<file path="config.mk">
export PLATFORM = sky130hd
export DESIGN_NAME = pc_fetch_ctrl
export DESIGN_NICKNAME = d
export VERILOG_FILES = /design/src/rtl/pc_fetch_ctrl.sv
export SDC_FILE = /design/constraint.sdc
export NUM_CORES = 1
export LEC_CHECK = 0
export ABC_AREA = 1
export CAP_MARGIN = 20
export CORE_MARGIN = 5
export CORE_UTILIZATION = 47
export CTS_BUF_LIST = sky130_fd_sc_hd__clkbuf_4 sky130_fd_sc_hd__clkbuf_8
export CTS_CLUSTER_SIZE = 24
export DETAILED_ROUTE_END_ITERATION = 8
export PLACE_DENSITY_LB_ADDON = 0.2
export SKIP_CTS_REPAIR_TIMING = 1
export SYNTH_ARGS = -nofsm -noshare
export SYNTH_HDL_FRONTEND = slang
export SYNTH_SLANG_ARGS = --single-unit
export TNS_END_PERCENT = 1
</file>
<file path="constraint.sdc">
create_clock -name clk -period 4.95 [get_ports clk]
set_input_delay 0.99 -clock clk [delete_from_list [all_inputs] [get_ports clk]]
set_output_delay 0.99 -clock clk [all_outputs]
set_load 0.005 [all_outputs]
</file>
<file path="src/rtl/pc_fetch_ctrl.sv">
// pc_fetch_ctrl: program counter and fetch sequencing in front of inst_memory.
// Handles PC+4 advance, stall holds, branch/jump redirects and halt/resume.
// Optional build macro PC_MISALIGN_CHECK_EN: a misaligned redirect target traps to
// TRAP_VEC and pulses misalign_err. Without it, the low two target bits are dropped.
module pc_fetch_ctrl #(
    parameter logic [31:0] RESET_VEC = 32'h0000_0000,
`ifdef PC_MISALIGN_CHECK_EN
    parameter logic [31:0] TRAP_VEC  = 32'h0000_0100,
`endif
    parameter int unsigned CNT_W     = 32
) (
    input  logic             clk,
    input  logic             rst,
    input  logic             stall,
    input  logic             redirect,
    input  logic [31:0]      redirect_pc,
    input  logic             halt_req,
    input  logic             resume,
    output logic [31:0]      PC_out,
    output logic [31:0]      pc_plus4,
    output logic             fetch_valid,
    output logic             halted,
    output logic             misalign_err,
    output logic [CNT_W-1:0] fetch_count
);

    localparam logic [1:0] ST_BOOT = 2'd0;
    localparam logic [1:0] ST_RUN  = 2'd1;
    localparam logic [1:0] ST_HALT = 2'd2;

    logic [1:0]       state;
    logic [1:0]       state_nxt;
    logic             booted;
    logic             booted_nxt;
    logic [31:0]      pc_nxt;
    logic             fv_nxt;
    logic             halted_nxt;
    logic             err_nxt;
    logic [CNT_W-1:0] cnt_nxt;
    logic [31:0]      target;
    logic             trap;

    // Link value for JAL/JALR; wraps naturally at 2^32.
    assign pc_plus4 = PC_out + 32'd4;

    // Resolve the address a redirect would actually load.
`ifdef PC_MISALIGN_CHECK_EN
    always_comb begin
        trap   = (redirect_pc[1:0] != 2'b00);
        target = trap ? TRAP_VEC : redirect_pc;
    end
`else
    logic unused_target_lsb;
    assign unused_target_lsb = ^redirect_pc[1:0];

    always_comb begin
        trap   = 1'b0;
        target = {redirect_pc[31:2], 2'b00};
    end
`endif

    // State and output registers; reset forces every output to its idle value.
    always_ff @(posedge clk or negedge rst) begin
        if (!rst) begin
            state        <= ST_BOOT;
            booted       <= 1'b0;
            PC_out       <= RESET_VEC;
            fetch_valid  <= 1'b0;
            halted       <= 1'b0;
            misalign_err <= 1'b0;
            fetch_count  <= '0;
        end else begin
            state        <= state_nxt;
            booted       <= booted_nxt;
            PC_out       <= pc_nxt;
            fetch_valid  <= fv_nxt;
            halted       <= halted_nxt;
            misalign_err <= err_nxt;
            fetch_count  <= cnt_nxt;
        end
    end

    // Next-state, next-PC and fetch accounting.
    always_comb begin
        state_nxt  = state;
        booted_nxt = booted;
        pc_nxt     = PC_out;
        fv_nxt     = fetch_valid;
        halted_nxt = halted;
        err_nxt    = 1'b0;
        cnt_nxt    = fetch_count;

        case (state)
            ST_BOOT: begin
                // One full boot cycle after the first post-reset edge; inputs ignored.
                booted_nxt = 1'b1;
                if (booted) begin
                    state_nxt  = ST_RUN;
                    fv_nxt     = 1'b1;
                    halted_nxt = 1'b0;
                end
            end
            ST_RUN: begin
                if (redirect) begin
                    pc_nxt  = target;
                    err_nxt = trap;
                end else if (!halt_req && !stall) begin
                    pc_nxt = PC_out + 32'd4;
                end
                if (redirect || !stall) begin
                    cnt_nxt = fetch_count + CNT_W'(1);
                end
                if (halt_req) begin
                    state_nxt  = ST_HALT;
                    fv_nxt     = 1'b0;
                    halted_nxt = 1'b1;
                end
            end
            ST_HALT: begin
                if (redirect) begin
                    pc_nxt  = target;
                    err_nxt = trap;
                    cnt_nxt = fetch_count + CNT_W'(1);
                end
                if (resume && !halt_req) begin
                    state_nxt  = ST_RUN;
                    fv_nxt     = 1'b1;
                    halted_nxt = 1'b0;
                end
            end
            default: begin
                state_nxt  = ST_BOOT;
                fv_nxt     = 1'b0;
                halted_nxt = 1'b0;
            end
        endcase
    end

endmodule
</file>
Word-level counts from Yosys, hierarchy flattened

Index checks and enable logic that the tools add are counted.

$lt $le $gt $ge: 0
Div/mod/pow operators: 0
Muxes and demuxes: 19
Shift operators: 0
$mul: 0
Reduce and logical (&&, ||, !) cells: 10
Eq/ne operators: 8
$add $sub $neg: 2
Bitwise gates (word level): 0

Operator list:

| kind                                                                   | number |
|---|---|
| 32-bit two-way mux                                                     | 5 |
| 32-bit one-hot mux with 2 select lines                                 | 2 |
| 32-bit by 1-bit adder with 32-bit output (second input constant)       | 1 |
| 32-bit by 3-bit adder with 32-bit output (second input constant)       | 1 |
| 2-bit inequality test (second input constant)                          | 5 |
| 3-bit AND reduction                                                    | 3 |
| 1-bit two-way mux                                                      | 6 |
| 2-bit two-way mux                                                      | 3 |
| 1-bit one-hot mux with 3 select lines                                  | 2 |
| 2-bit one-hot mux with 3 select lines                                  | 1 |
| 3-bit inequality test (second input constant)                          | 1 |
| 2-bit by 1-bit equality test with 1-bit output (second input constant) | 1 |
| 2-bit equality test (second input constant)                            | 1 |
| 1-bit logical AND                                                      | 2 |
| 1-bit logical NOT                                                      | 2 |
| 2-bit logical NOT                                                      | 1 |
| 2-bit nonzero test                                                     | 1 |
| 1-bit logical OR                                                       | 1 |

Memories: 0
Logic and storage cells: 45
Bits in writable memories: 0
Flip-flop bits (word level): 69
Latch bits: 0
Memory bits (read-only): 0
Input bits: 38
Output and inout bits: 99

Longest topological paths before layout

Gate-level depths: netlist (run 1).

Word-level depth: 5
Mapped depth: 11
Gate-level depth less buffers: 10

Worst setup path after synthesis (run 1)

OpenSTA, ideal clock, no wires.

Path kind: register to output
From: reg PC_out[3]
To: out pc_plus4[22]
Data required time: 3.960 ns
Buffers on the path: 0
Stages on the path, launching flop included: 8
Arrival: 1.344 ns
Path slack: 2.616 ns
Cells stage by stage: dfrtp_1 -> ha_1 -> nand2_1 -> nor2_2 -> nand2_1 -> nor2_1 -> nand3_1 -> nand2_1

Word-level cells in the longest chain between the ends: 1

RTL lines:

| item                                     | RTL line | source |
|---|---|---|
| start: declaration                       | 19       | `output logic [31:0] PC_out,` |
| start signal: assignment                 | 75       | `PC_out <= pc_nxt;` |
| 32-bit by 3-bit adder with 32-bit output | 44       | `assign pc_plus4 = PC_out + 32'd4;` |
| end: declaration                         | 20       | `output logic [31:0] pc_plus4,` |

No other way between the ends.

Final worst setup path (run 1)

Same ends and word-level chain as after synthesis.

==> qor.yml, run 1 <==
fin_crit_ns: 3.52
crit_top_cell: "nand2_1"
synth_flop_cell: "dfrtp_1"
finalWirelength_um: 12700
synth_top_area_share_pct: 37.1
cpMaxStageDelayCell: "clkdlybuf4s50_1"
drtIter0Drc: 184
drv_cap: 0
io_pins: 137
crit_fanout: 7
insertion_delay_ns: 0.33
seq_power_share_pct: 33.9
ir_drop_uv: 195
dp_hpwl_um: 9790
synth.area.top_cells: "dfrtp_1, nand2_1, nor2_1, inv_1, nand3_1"
arrival_ns: 2.53
tns_ns: 0
netlist_instances: 693
grt_max_degree: 45
ant_nets: 0
gp_congestion: 0.931
wire_per_inst_um: 13.3
multi_input_area_sq_um: 2480
critPathKind: "register to output pin"
ys_warn_count: 0
synth_seq_cells: 66
grt_pass1_vias: 4578
placementRows: 35
p_leak_uw: 0.00261
fin_skew_ns: 0.00524
first_pass_iters: 4
swShare_pct: 40.3
final_common_cell: "nand2_1"
cts_tree: "done"
num_vias: 4694
worstMarginPinSlew_ns: 0.727
critPathMaxStageDelay_ns: 0.51
p_total_uw: 2770
ys_async_sr_fraction_pct: 100
p_sw_uw: 1110
overflow: 0
slew_headroom_pct: 51.5
clk_pin_slew_worst_paths_ns: 0.07
yosys.area.top_type: "dfrtp_1"
status: "complete, no violations"
clock_sinks: 66
die-area_sq_um: 11500
finalSetupViolations: 0
worstPathCellList: "ha_1 -> nand2_1 -> nor2_2 -> nand2_1 -> nor2_1 -> nand3_1 -> nand2_1 -> clkdlybuf4s50_1"
die_w_um: 107
endpoint_kind: "output pin"
hold_class: "register to register"
drive_above_1_share_pct: 4.48
cp.required_ns: 3.96
drv_slew: 0
antenna_found_initial: 0
synth_edf_count: 0
fillers: 852
layout_common_cells: "nand2_1, nor2_1, clkdlybuf4s50_1"
grt_pass1_wl_um: 21100
syn_avg_cell_area_sq_um: 6.43
n_antenna_cell: 0
critPathBufInv: 1
start_util_pct: 48.2
ys_seq_area_share_pct: 37.1
fin_crit_sh_pct: 71.2
comb_power_share_pct: 51.2
core_sq_um: 9240
p_int_uw: 1650
groute.usage.overall_pct: 22.5
io_buffer_count: 129
nNetsFinal: 862
yosysUniqueCellTypes: 32
cts_buffers: 9
synth.cell_area_sq_um: 4450
area_growth_pct: 34.4
cp-start-kind: "register"
cts.htree.levels: 3
cp_top_family: "simple AND/OR/NAND/NOR gates"
p_clk_share_pct: 14.9
die-height_um: 107
post-route-drc-count: 0
seq_area_sq_um: 1650
max_freq_mhz: 284
finalHoldViolations: 0
root_buffer: "clkbuf_8"
vias_per_cell: 4.92
p_per_area_nw_per_um2: 462
rsz0062_at_grt: "false"
cts.path.max_buffers: 2
==> routing by layer <==
layer	GRT usage [%]	routed length (um)	share of wire, %
met1	27.2	5340	42
met2	40.3	6350	50
met3	3.66	738	5.8
met4	8.21	309	2.4
met5	0	0	0
==> cell families (layout without fill, tap and decap cells) <==
family	after synthesis	in the layout	share of synthesized area, %
adders and majority gates	2	2	0.562
AOI/OAI and AO/OA	54	54	7.16
and+or+nand+nor	473	473	42.9
buffers and inverters	73	202	7.53
other	1	5	0.0842
DFF	66	66	37.1
xor gates and xnor gates	24	24	4.72
==> synth_stat cells, drive strengths merged, types with 2 or more instances <==
master	instances
nor3	2
xnor2	13
nand3b	7
nand2	281
ha	2
nor2	139
nand4	3
inv	56
clkbuf	4
and2	2
buf	13
o31ai	2
dfrtp	66
xor2	11
nand3	38
o21ai	48
==> worst register-to-register path: cells and delay by family, from the launching register on <==
family | cells | cell delay, ns
AND/OR/NAND/NOR | 5 | 0.64
flip-flops | 1 | 0.44
AO/OA/AOI/OAI | 2 | 0.17
buffers and inverters | 3 | 0.63
==> sequential cells by signal, indices dropped and copies added, names as in the netlist <==
name and flops:
PC_out 30, state 2, fetch_count 32, halted 1, booted 1
==> path summary, 6_finish.rpt <==
path,startpoint,end,slack [ns],cells after the start
setup reg to reg,state[0]$_DFFE_PN0P_,PC_out[18]$_DFFE_PN0P_,2.94,10
setup / recovery,PC_out[3]$_DFFE_PN0P_,pc_plus4[22],1.43,8
hold reg to reg,booted$_DFFE_PN0N_,booted$_DFFE_PN0N_,0.47,1
hold / removal,booted$_DFFE_PN0N_,booted$_DFFE_PN0N_,0.47,1
min in group asynchronous,rst,PC_out[9]$_DFFE_PN0P_,0.67,1
max in group asynchronous,rst,fetch_count[23]$_DFFE_PN0P_,3.28,2
==> layout make-up <==
cell class / instances / area share, %
multi-input combinational: 558 / 41.5
timing repair buffer: 131 / 21.7
inverter: 56 / 3.60
clock buffer: 12 / 2.65
tap: 129 / 2.70
sequential: 66 / 27.6
clock inverter: 3 / 0.251
==> power by group through the flow <==
stage                     Sequential [uW]  Combinational, uW  Clock [uW]
after detailed placement              945               1430           0
after global placement                936               1400           0
final                                 937               1420         412
after global routing                  971               1570         442
after CTS                             937               1440         425
after floorplan                       910                700           0
==> per-stage QoR <==
stage	std cells	utilization (%)	setup WS, ns	area (sq um)	hold slack [ns]
floorplan	697	-	2.62	4470	0.438
global placement	940	62.9	1.81	5810	0.454
detailed placement	940	62.9	1.78	5810	0.461
CTS	955	64.8	1.40	5990	0.477
global route	955	64.8	1.17	5990	0.509
finish	955	64.8	1.43	5990	0.474
No activity file was read; power rests on OpenSTA's default activity.
==> inputs of run 2 (changes only) <==
==> constraint.sdc (replaced) <==
create_clock -name clk -period 3.7 [get_ports clk]
set_input_delay 0.74 -clock clk [delete_from_list [all_inputs] [get_ports clk]]
set_output_delay 0.74 -clock clk [all_outputs]
set_load 0.005 [all_outputs]
==> qor.yml, run 2 (synthesized netlist as in run 1, its figures left out) <==
critPathKind: "register to output pin"
slew_headroom_pct: 51.6  # +0.13 points
fin_crit_sh_pct: 88.9
ant_nets: 0  # unchanged
start_util_pct: 48.2  # unchanged
finalSetupViolations: 0  # unchanged
top_regs: "fetch_count: 32 flops, PC_out: 30 flops, state: 2 flops"
p_per_area_nw_per_um2: 630  # +36%
layout_common_cells: "nand2_1, nor2_1, clkdlybuf4s50_1"
io_pins: 137  # unchanged
dpl_cell_area_sq_um: 5800  # -0.13%
clock_sinks: 66  # unchanged
largest_reg_flops: 32  # unchanged
io_buffer_count: 129  # unchanged
first_pass_iters: 5  # +1
crit_top_cell: "nand2_1"
wire_per_inst_um: 13.6  # +1.6%
tns_ns: 0  # unchanged
cp-start-kind: "register"
core_sq_um: 9240  # unchanged
max_freq_mhz: 304
groute.usage.overall_pct: 22.5  # -0.025 points
status: "complete, no violations"
dp_hpwl_um: 9840  # +0.49%
final_cell_area_sq_um: 6020  # +0.54%
grt_pass1_wl_um: 21200  # +0.19%
antenna_found_initial: 0  # unchanged
p_leak_uw: 0.00262  # +0.24%
fin_skew_ns: 0.0127  # +0.00748 ns
insertion_delay_ns: 0.34  # about the same
grt_pass1_vias: 4613  # +0.76%
drv_cap: 0  # unchanged
grt_max_degree: 51  # +13%
die_w_um: 107  # unchanged
nNetsFinal: 862  # unchanged
overflow: 0  # unchanged
cts_buffers: 9  # unchanged
drv_slew: 0  # unchanged
cts.path.max_buffers: 2  # unchanged
post-route-drc-count: 0  # unchanged
clk_pin_slew_worst_paths_ns: 0.08  # about the same
arrival_ns: 2.55  # +0.02 ns
dpl_worst_slack_ns: 0.752  # -1.02 ns
largest-register: "fetch_count"
worstPathCellList: "ha_1 -> nand2_1 -> nor2_2 -> nand2_1 -> nor2_1 -> nand3_1 -> nand2_1 -> clkdlybuf4s50_1"
cts_tree: "done"
drive_above_1_share_pct: 4.59  # +0.12 points
cpMaxStageDelayCell: "clkdlybuf4s50_1"
rsz0062_at_grt: "false"
die-height_um: 107  # unchanged
die-area_sq_um: 11500  # unchanged
multi_input_area_sq_um: 2480  # unchanged
seq_area_sq_um: 1650  # unchanged
gp_congestion: 0.920  # -1.2%
finalWirelength_um: 13000  # +1.7%
ir_drop_uv: 336  # +73%
n_antenna_cell: 0  # unchanged
critPathMaxStageDelay_ns: 0.51  # about the same
area_growth_pct: 35.1
crit_fanout: 7  # unchanged
num_vias: 4812  # +2.5%
setup_ws_ns: 0.410  # -1.02 ns
fin_crit_ns: 3.29
cts.htree.levels: 3  # unchanged
vias_per_cell: 5.03  # +2.4%
drtIter0Drc: 184  # unchanged
cp.required_ns: 2.96  # -1.00 ns
fillers: 831  # -2.5%
worstMarginPinSlew_ns: 0.724  # -0.00307 ns
placementRows: 35  # unchanged
hold_class: "primary input to asynchronous set/reset pin"
final_common_cell: "nand2_1"
r2r_cells: 6  # -4
endpoint_kind: "output pin"
finalHoldViolations: 0  # unchanged
root_buffer: "clkbuf_8"
run 2: per-layer routing:
metal	wire length (um)	part of all wire, %	vias to the layer above	global-route usage (%)
li1	-	-	2399	-
met1	5290	41	2228	27.4
met4	279	2.2	0	6.94
met3	892	6.9	21	4.68
met5	0	0	-	0
met2	6500	50	164	39.8
run 2: worst max-delay path: cells and delay by family (launching register included):
kind / cells / cell delay [ns]
fa+ha+maj: 1 / 0.21
flops: 1 / 0.40
simple gates: 6 / 1.08
buf+inv: 1 / 0.51
run 2: final cells by class:
cell class                 instances  share of cell area, %
tap                              129                   2.68
clock buffer                      11                   2.31
sequential                        66                   27.4
multi-input combinational        558                   41.2
clock inverter                     5                  0.915
timing repair buffer             131                   21.8
inverter                          56                   3.58
run 2: metrics by stage:
| stage | hold slack, ns | std cells | utilization [%] | power [uW] |
|---|---|---|---|---|
| global route | 0.328 | 956 | 65.1 | 4090 |
| detailed placement | 0.461 | 939 | 62.8 | 3180 |
| floorplan | 0.438 | 697 | - | 2150 |
| CTS | 0.323 | 955 | 64.9 | 3800 |
| finish | 0.323 | 956 | 65.1 | 3790 |
| global placement | 0.455 | 939 | 62.8 | 3120 |
run 2: final timing paths:
path	slack, ns	startpoint	to
setup / recovery	0.41	PC_out[2]$_DFFE_PN0P_	pc_plus4[22]
hold / removal	0.32	rst	PC_out[9]$_DFFE_PN0P_
setup reg to reg	1.74	state[0]$_DFFE_PN0P_	PC_out[4]$_DFFE_PN0P_
hold reg to reg	0.48	booted$_DFFE_PN0N_	booted$_DFFE_PN0N_
max in group asynchronous	2.37	rst	fetch_count[2]$_DFFE_PN0P_
min in group clk	0.48	booted$_DFFE_PN0N_	booted$_DFFE_PN0N_
run 2: power breakdown:
part           switching, uW  leakage (uW)  internal (uW)
Clock                    285     0.0000962            324
Sequential               310      0.000852            944
Combinational            926       0.00167            999
Total                   1520       0.00262           2270
